## src/rtl/imm_gen_pkg.sv

```systemverilog
// imm_gen_pkg: shared types, opcodes and the immediate extraction function
// used by the imm_gen_pipe decode stage.
package imm_gen_pkg;

  typedef enum logic [2:0] {
    FMT_NONE = 3'd0,
    FMT_I    = 3'd1,
    FMT_SH   = 3'd2,
    FMT_S    = 3'd3,
    FMT_B    = 3'd4,
    FMT_U    = 3'd5,
    FMT_J    = 3'd6,
    FMT_Z    = 3'd7
  } imm_fmt_t;

  // Occupancy of the two-entry elastic buffer.
  typedef enum logic [1:0] {
    BUF_EMPTY = 2'd0,
    BUF_ONE   = 2'd1,
    BUF_FULL  = 2'd2
  } buf_state_t;

  localparam logic [6:0] OPC_LOAD      = 7'b0000011;
  localparam logic [6:0] OPC_OP_IMM    = 7'b0010011;
  localparam logic [6:0] OPC_AUIPC     = 7'b0010111;
  localparam logic [6:0] OPC_OP_IMM_32 = 7'b0011011;
  localparam logic [6:0] OPC_STORE     = 7'b0100011;
  localparam logic [6:0] OPC_LUI       = 7'b0110111;
  localparam logic [6:0] OPC_BRANCH    = 7'b1100011;
  localparam logic [6:0] OPC_JALR      = 7'b1100111;
  localparam logic [6:0] OPC_JAL       = 7'b1101111;
  localparam logic [6:0] OPC_SYSTEM    = 7'b1110011;

  // Immediates are always built at 64 bits; callers keep the low XLEN bits,
  // which is a correct sign/zero extension for XLEN=32 as well.
  localparam int IMM_MAX_W = 64;

  typedef struct packed {
    imm_fmt_t               fmt;
    logic [IMM_MAX_W-1:0]   imm;
  } imm_dec_t;

  // Decode the format and extended immediate of one instruction word.
  function automatic imm_dec_t imm_extract(input logic [31:0] inst, input int xlen);
    imm_dec_t   r;
    logic [2:0] f3;
    logic       is_shift;
    r.fmt    = FMT_NONE;
    r.imm    = '0;
    f3       = inst[14:12];
    is_shift = (f3 == 3'b001) || (f3 == 3'b101);
    case (inst[6:0])
      OPC_OP_IMM: begin
        if (is_shift) begin
          r.fmt = FMT_SH;
          // funct7/funct6 sit above the shamt field and are never copied.
          if (xlen == 64) r.imm = {58'b0, inst[25:20]};
          else            r.imm = {59'b0, inst[24:20]};
        end else begin
          r.fmt = FMT_I;
          r.imm = {{52{inst[31]}}, inst[31:20]};
        end
      end
      OPC_LOAD, OPC_JALR: begin
        r.fmt = FMT_I;
        r.imm = {{52{inst[31]}}, inst[31:20]};
      end
      OPC_OP_IMM_32: begin
        // The word ops only exist on RV64; on RV32 they are unknown opcodes.
        if (xlen == 64) begin
          if (is_shift) begin
            r.fmt = FMT_SH;
            r.imm = {59'b0, inst[24:20]};
          end else begin
            r.fmt = FMT_I;
            r.imm = {{52{inst[31]}}, inst[31:20]};
          end
        end
      end
      OPC_STORE: begin
        r.fmt = FMT_S;
        r.imm = {{52{inst[31]}}, inst[31:25], inst[11:7]};
      end
      OPC_BRANCH: begin
        r.fmt = FMT_B;
        r.imm = {{51{inst[31]}}, inst[31], inst[7], inst[30:25], inst[11:8], 1'b0};
      end
      OPC_JAL: begin
        r.fmt = FMT_J;
        r.imm = {{43{inst[31]}}, inst[31], inst[19:12], inst[20], inst[30:21], 1'b0};
      end
      OPC_LUI, OPC_AUIPC: begin
        r.fmt = FMT_U;
        r.imm = {{32{inst[31]}}, inst[31:12], 12'b0};
      end
      OPC_SYSTEM: begin
        if (f3[2]) begin
          r.fmt = FMT_Z;
          r.imm = {59'b0, inst[19:15]};
        end else begin
          r.fmt = FMT_I;
          r.imm = {{52{inst[31]}}, inst[31:20]};
        end
      end
      default: begin
        r.fmt = FMT_NONE;
        r.imm = '0;
      end
    endcase
    return r;
  endfunction

endpackage

```

## src/rtl/imm_gen_pipe_skid_buf.sv

```systemverilog
// imm_skid_buf: generic two-entry valid/ready elastic buffer.
// Handshake: a transfer happens on a rising edge where valid and ready are
// both high; valid must not depend on ready, and ready (in_ready_o) comes
// straight from a register so no combinational path crosses the buffer.
// Entries leave in the order they arrived; flush empties the buffer and
// outranks any same-cycle transfer.
module imm_skid_buf
  import imm_gen_pkg::*;
#(
  parameter int W = 8
) (
  input  logic         clk_i,
  input  logic         rst_i,
  input  logic         flush_i,
  input  logic         in_valid_i,
  output logic         in_ready_o,
  input  logic [W-1:0] in_data_i,
  output logic         out_valid_o,
  input  logic         out_ready_i,
  output logic [W-1:0] out_data_o,
  output buf_state_t   state_o
);

  buf_state_t   state_q;
  logic         in_ready_q;
  logic         out_valid_q;
  logic [W-1:0] out_q;
  logic [W-1:0] skid_q;
  logic         in_fire;
  logic         out_fire;

  assign in_fire  = in_valid_i & in_ready_q;
  assign out_fire = out_valid_q & out_ready_i;

  // Occupancy FSM with registered ready/valid and the two data slots.
  always_ff @(posedge clk_i) begin
    if (rst_i) begin
      state_q     <= BUF_EMPTY;
      in_ready_q  <= 1'b1;
      out_valid_q <= 1'b0;
      out_q       <= '0;
      skid_q      <= '0;
    end else if (flush_i) begin
      state_q     <= BUF_EMPTY;
      in_ready_q  <= 1'b1;
      out_valid_q <= 1'b0;
    end else begin
      case (state_q)
        BUF_EMPTY: begin
          if (in_fire) begin
            out_q       <= in_data_i;
            out_valid_q <= 1'b1;
            state_q     <= BUF_ONE;
          end
        end
        BUF_ONE: begin
          if (in_fire && out_fire) begin
            out_q <= in_data_i;
          end else if (in_fire) begin
            // Downstream stalled: park the new entry behind the output.
            skid_q     <= in_data_i;
            in_ready_q <= 1'b0;
            state_q    <= BUF_FULL;
          end else if (out_fire) begin
            out_valid_q <= 1'b0;
            state_q     <= BUF_EMPTY;
          end
        end
        BUF_FULL: begin
          if (out_fire) begin
            out_q      <= skid_q;
            in_ready_q <= 1'b1;
            state_q    <= BUF_ONE;
          end
        end
        default: begin
          state_q     <= BUF_EMPTY;
          in_ready_q  <= 1'b1;
          out_valid_q <= 1'b0;
        end
      endcase
    end
  end

  assign in_ready_o  = in_ready_q;
  assign out_valid_o = out_valid_q;
  assign out_data_o  = out_q;
  assign state_o     = state_q;

endmodule

```

## src/rtl/imm_gen_pipe.sv

```systemverilog
// imm_gen_pipe: decode-stage immediate extractor with a registered,
// two-entry elastic output stream. Optional per-format perf counters are
// enabled with the IMM_GEN_PERF_EN macro.
module imm_gen_pipe
  import imm_gen_pkg::*;
#(
  parameter int XLEN  = 32,
  parameter int TAG_W = 32,
  parameter int CNT_W = 16
) (
  input  logic             clk,
  input  logic             rst,
  input  logic             flush,
  input  logic             in_valid,
  output logic             in_ready,
  input  logic [31:0]      in_inst,
  input  logic [TAG_W-1:0] in_tag,
  output logic             out_valid,
  input  logic             out_ready,
  output logic [XLEN-1:0]  out_imm,
  output logic [2:0]       out_fmt,
  output logic [TAG_W-1:0] out_tag,
  output buf_state_t       dbg_state
`ifdef IMM_GEN_PERF_EN
  ,
  output logic [8*CNT_W-1:0] perf_cnt
`endif
);

  localparam int PW = TAG_W + 3 + XLEN;

  imm_dec_t      dec;
  logic [PW-1:0] in_payload;
  logic [PW-1:0] out_payload;
  logic          unused_imm_bits;

  // Combinational decode of the offered instruction.
  always_comb begin
    dec = imm_extract(in_inst, XLEN);
  end

  // Upper immediate bits are dropped when XLEN=32.
  assign unused_imm_bits = ^dec.imm;

  assign in_payload = {in_tag, dec.fmt, dec.imm[XLEN-1:0]};

  imm_skid_buf #(
    .W (PW)
  ) u_buf (
    .clk_i       (clk),
    .rst_i       (rst),
    .flush_i     (flush),
    .in_valid_i  (in_valid),
    .in_ready_o  (in_ready),
    .in_data_i   (in_payload),
    .out_valid_o (out_valid),
    .out_ready_i (out_ready),
    .out_data_o  (out_payload),
    .state_o     (dbg_state)
  );

  assign out_imm = out_payload[XLEN-1:0];
  assign out_fmt = out_payload[XLEN +: 3];
  assign out_tag = out_payload[XLEN+3 +: TAG_W];

`ifdef IMM_GEN_PERF_EN
  logic [CNT_W-1:0] perf_q [8];
  logic             cnt_fire;

  // A flushed output never reaches execute, so it is not counted.
  assign cnt_fire = out_valid & out_ready & ~flush;

  // Saturating per-format counters, cleared only by reset.
  always_ff @(posedge clk) begin
    if (rst) begin
      for (int i = 0; i < 8; i++) perf_q[i] <= '0;
    end else if (cnt_fire && (perf_q[out_fmt] != {CNT_W{1'b1}})) begin
      perf_q[out_fmt] <= perf_q[out_fmt] + 1'b1;
    end
  end

  for (genvar g = 0; g < 8; g++) begin : g_perf
    assign perf_cnt[g*CNT_W +: CNT_W] = perf_q[g];
  end
`else
  logic [CNT_W-1:0] unused_cnt_w;
  assign unused_cnt_w = '0;
`endif

endmodule

```

## config.mk

```make
export PLATFORM = sky130hd
export DESIGN_NAME = imm_gen_pipe
export DESIGN_NICKNAME = d
export VERILOG_FILES = /design/src/rtl/imm_gen_pkg.sv /design/src/rtl/imm_gen_pipe_skid_buf.sv /design/src/rtl/imm_gen_pipe.sv
export SDC_FILE = /design/constraint.sdc
export NUM_CORES = 1
export LEC_CHECK = 0
export BUFFER_PORTS_ARGS = -buffer_cell sky130_fd_sc_hd__buf_4
export CORE_MARGIN = 2
export CORE_UTILIZATION = 40
export DETAILED_ROUTE_END_ITERATION = 8
export SLEW_MARGIN = 20
export SYNTH_ARGS = -nofsm -noshare
export SYNTH_HDL_FRONTEND = slang
export SYNTH_HIERARCHICAL = 1
export SYNTH_SLANG_ARGS = --single-unit
export TNS_END_PERCENT = 10
```

## constraint.sdc

```tcl
create_clock -name clk -period 1.94 [get_ports clk]
set_input_delay 0.388 -clock clk [delete_from_list [all_inputs] [get_ports clk]]
set_output_delay 0.388 -clock clk [all_outputs]
set_load 0.02 [all_outputs]
```

==> results.md <==
- The total routing usage reported by global routing is approximately 20%.
- The synthesis-stage register bit count is 138.
- For the worst setup path, the data required time is 2.26 ns.
- Setup repair after global routing left no endpoint under its margin.
- The combinational cell fraction of total power is 12.9%.
- The via count of the first global-routing pass is 5331.
- The starting utilization of the core area is 41.2%.
- The cell area after layout is 8490 sq um.
- The element type at the critical path end is a register.
- Max-cap violations in this run came to 0.
- The post-route clock period utilization is 94.5%.
- The highest clock rate is 546 MHz.
- The initialized floorplan defines 45 standard-cell rows.
- The setup slack of the critical path after layout is 0.107 ns.
- Of the total synthesized cell area, the portion taken by AND, OR, NAND and NOR gates is around 18%.
- The post-synthesis instance total is slightly above 700.
- The portion of total power attributed to the clock network is 46.3%.
- Setup total negative slack on the finished layout was measured at 0 ns.
- The CTS tree is yes.
- The final core area utilization is 55.7%.
- The detail route stage leaves a number of antenna-violating nets equal to 0.
- The cts-stage hold buffer count is 0.
- In this run the cell area measured after placement is a little under 8000 sq um.
- Summing the areas of all compound-gate instances in the mapped netlist gives 21.4% of the synthesized area.
- The leading cell type in the layout, fill and taps excluded is buf_4.
- The worst-skew pair later-pin latency is roughly 0.42 ns.
- The total via count after detailed routing is 5662.
- The max-slew violation count was 0.
- STA classifies the critical path startpoint as a register.
- At the placement stage, the worst setup path has a slack of -0.0766 ns.
- After detailed placement, the design holds a cell count of 1063.
- The type of the worst setup path is register to register.
- The count of antenna diodes in the layout is 0.
- For the pin with the worst max-slew slack, the measured transition is 0.437 ns.
- The data arrival time of the worst path is 2.15 ns.
- For this run, the register share of the synthesized area comes to about 44%.
- The maximum fanout along the worst path is 37.
- The worst pin sits at a relative slew slack of 70.9%.
- The count of input and output buffers is 139.
- Across the VDD grid, the largest voltage drop is 0.000640 V.
- Clock-pin slew was measured on the worst setup and hold paths at 0.06 ns.
- The count of filler cells inserted in the layout is 1394.
- The clock period could shrink to around 1.8 ns.
- The multiplexer area fraction after synthesis is 10.7%.
- The synthesized netlist devotes 0.139% of its cell area to XOR and XNOR gates.
- The post-route clock skew is 0.0122 ns.
- The final routed wire length divided by cell count is 15.4 um.
- The H-tree depth reported by CTS is 4.
- The number of nets handed over by synthesis was 792.
- The layout cell share with drive strength beyond 1 is approximately 29%.
- The die covers around 17000 sq um.
- The TritonCTS buffer count is 17.
- The flow ran to the end, and the final reports show no timing, DRC or antenna violations.
- The number of buffers between clock root and the deepest sink is 2.
- In this run the count of I/O pins placed on the die edge is 140.
- The synthesis warning total is 6.
- After the last flow step, the layout net total stands at 944.
- The most used flip-flop cell after synthesis is dfxtp_1.
- Final hold analysis gives a worst-case slack of 0.227 ns.
- The tree built by TritonCTS fans out to 138 sinks.
- The number of cells in the finished layout apart from fillers is 1098.
- The number of distinct library cells after synthesis is 52.
- For this design the static power due to leakage is 3.85 nW.
- The average via count per standard cell is 5.16.
- Counting flops with an async set or reset pin after synthesis yields a share of 0%.
- The main combinational cell family by area after synthesis is compound AO/OA/AOI/OAI gates.
- Wires add up to 16.9 mm.
- The mean cell area of the mapped netlist is around 8.7 sq um.
- At the end of routability-driven placement, the weighted congestion stood at 0.915.
- The horizontal extent of the die is 129 um.
- The tightest min-delay check is of the input pin to register type.
- Entering global routing, the biggest net connects 68 pins.
- In the routed design, unresolved DRC markers number 0.
- The global-route wire length before repair is ~27 mm.
- Per report_power, the sequential group accounts for 40.8% of the total.
- The analysis attributes to net switching a power of 1.85 mW.
- The final number of hold-violating endpoints is 0.
- The number of antenna violations at the first check in global routing is 0.
- The top cell types in the final layout, fill and taps aside, are buf_4 (182), nand2_1 (140), dfxtp_1 (136), nor2_1 (73), a21oi_1 (72).
- For this design the ratio of total power to cell area is approximately 870 nW/um^2.
- The cell area after synthesis is 6290 sq um.
- Setup violations remaining at the end of the flow were counted as 0.
- The share of synthesized cell area in full adder, half adder and majority cells is 0%.
- The detailed router finished its first iteration with 306 violations.
- The core outline area is between 15000 and 20000 sq um.
- The first TritonRoute pass finished after 4 iterations.
- After global routing the overflow that remains totals 0.
- Power comes to 7.38 mW.
- Relative to the synthesized area, the layout overhead comes to 35.1%.
- The number of synthesized flops with an enable pin is 0.
- Clock tree synthesis selected as its root buffer the cell clkbuf_16.
- The HPWL after detailed placement is 11.6 mm.
- The internal power of the cells totals 5.54 mW.
- The overall die height is roughly 130 um.
- The switching power share of the total is 25.0%.
[cell usage after synthesis, types with 9 or more instances]
master | instances | area (sq um)
nand2_1 | 140 | 526
dfxtp_1 | 138 | 2760
nor2_1 | 73 | 274
a21oi_1 | 72 | 360
mux2i_1 | 67 | 671
a211oi_1 | 59 | 443
clkbuf_1 | 23 | 86.3
o21ai_0 | 21 | 105
buf_2 | 19 | 95.1
a21o_1 | 16 | 120
buf_6 | 11 | 124
a211oi_2 | 9 | 113
[final timing paths]
check,start,slack (ns),cells after the start,to
setup / recovery,u_buf/state_o[0]$_SDFFE_PP0P_,0.11,6,u_buf/out_data_o[64]$_SDFFE_PP0P_
hold / removal,in_tag[12],0.23,3,u_buf/skid_q[47]$_SDFFE_PP0P_
setup reg to reg,u_buf/state_o[0]$_SDFFE_PP0P_,0.11,6,u_buf/out_data_o[64]$_SDFFE_PP0P_
hold reg to reg,u_buf/skid_q[49]$_SDFFE_PP0P_,0.45,2,u_buf/skid_q[49]$_SDFFE_PP0P_
[power by group through the flow]
| stage | clock (mW) | combinational (mW) | sequential [mW] |
|---|---|---|---|
| floorplan | 0 | 0.388 | 3.18 |
| global placement | 0 | 0.913 | 3.07 |
| detailed placement | 0 | 0.924 | 3.08 |
| CTS | 3.49 | 0.928 | 3.02 |
| global route | 3.61 | 1.03 | 3.03 |
| finish | 3.42 | 0.951 | 3.02 |
[cells by family (layout without fill, tap and decap cells)]
kind of cell / Yosys count / count (layout)
multiplexers: 67 / 67
AO/OA/AOI/OAI: 198 / 198
buffers and inverters: 64 / 228
AND/OR/NAND/NOR: 255 / 255
XOR/XNOR: 1 / 1
flip-flops: 138 / 138
[registers in the layout (all words and copies together), names as in the netlist]
name,flops
u_buf/out_data_o,67
u_buf/skid_q,67
u_buf/state_o,2
u_buf/in_ready_o,1
u_buf/out_valid_o,1
[per-layer routing]
| layer | up-vias | GRT usage, % | routed length, um | share of wire, % |
|---|---|---|---|---|
| li1 | 2832 | - | - | - |
| met1 | 2667 | 27.3 | 7820 | 46 |
| met2 | 151 | 32.8 | 7980 | 47 |
| met3 | 12 | 5.08 | 850 | 5.0 |
| met4 | 0 | 6.27 | 221 | 1.3 |
| met5 | - | 0 | 0 | 0 |
[area by class of cell]
type	instances	area [sq um]	share of cell area (%)
Inverter	3	11.3	0.133
Clock buffer	17	425	5.01
Tap cell	211	264	3.11
Clock inverter	14	194	2.28
Sequential cell	138	2770	32.6
Timing Repair Buffer	194	1630	19.2
Multi-Input combinational cell	521	3200	37.7
[timing repair]
action,4_1_cts,5_1_grt
endpoints found under the setup margin,0,14
resized for setup,0,11
setup buffers,0,3
[critical path, stage by stage, from the launching register on]
cell	delay, ns
dfxtp_2	0.36
nand4b_1	0.28
a221oi_4	0.40
buf_12	0.19
buf_16	0.20
nor2_1	0.08
a211oi_2	0.22
Power figures use the tool's default switching activity.
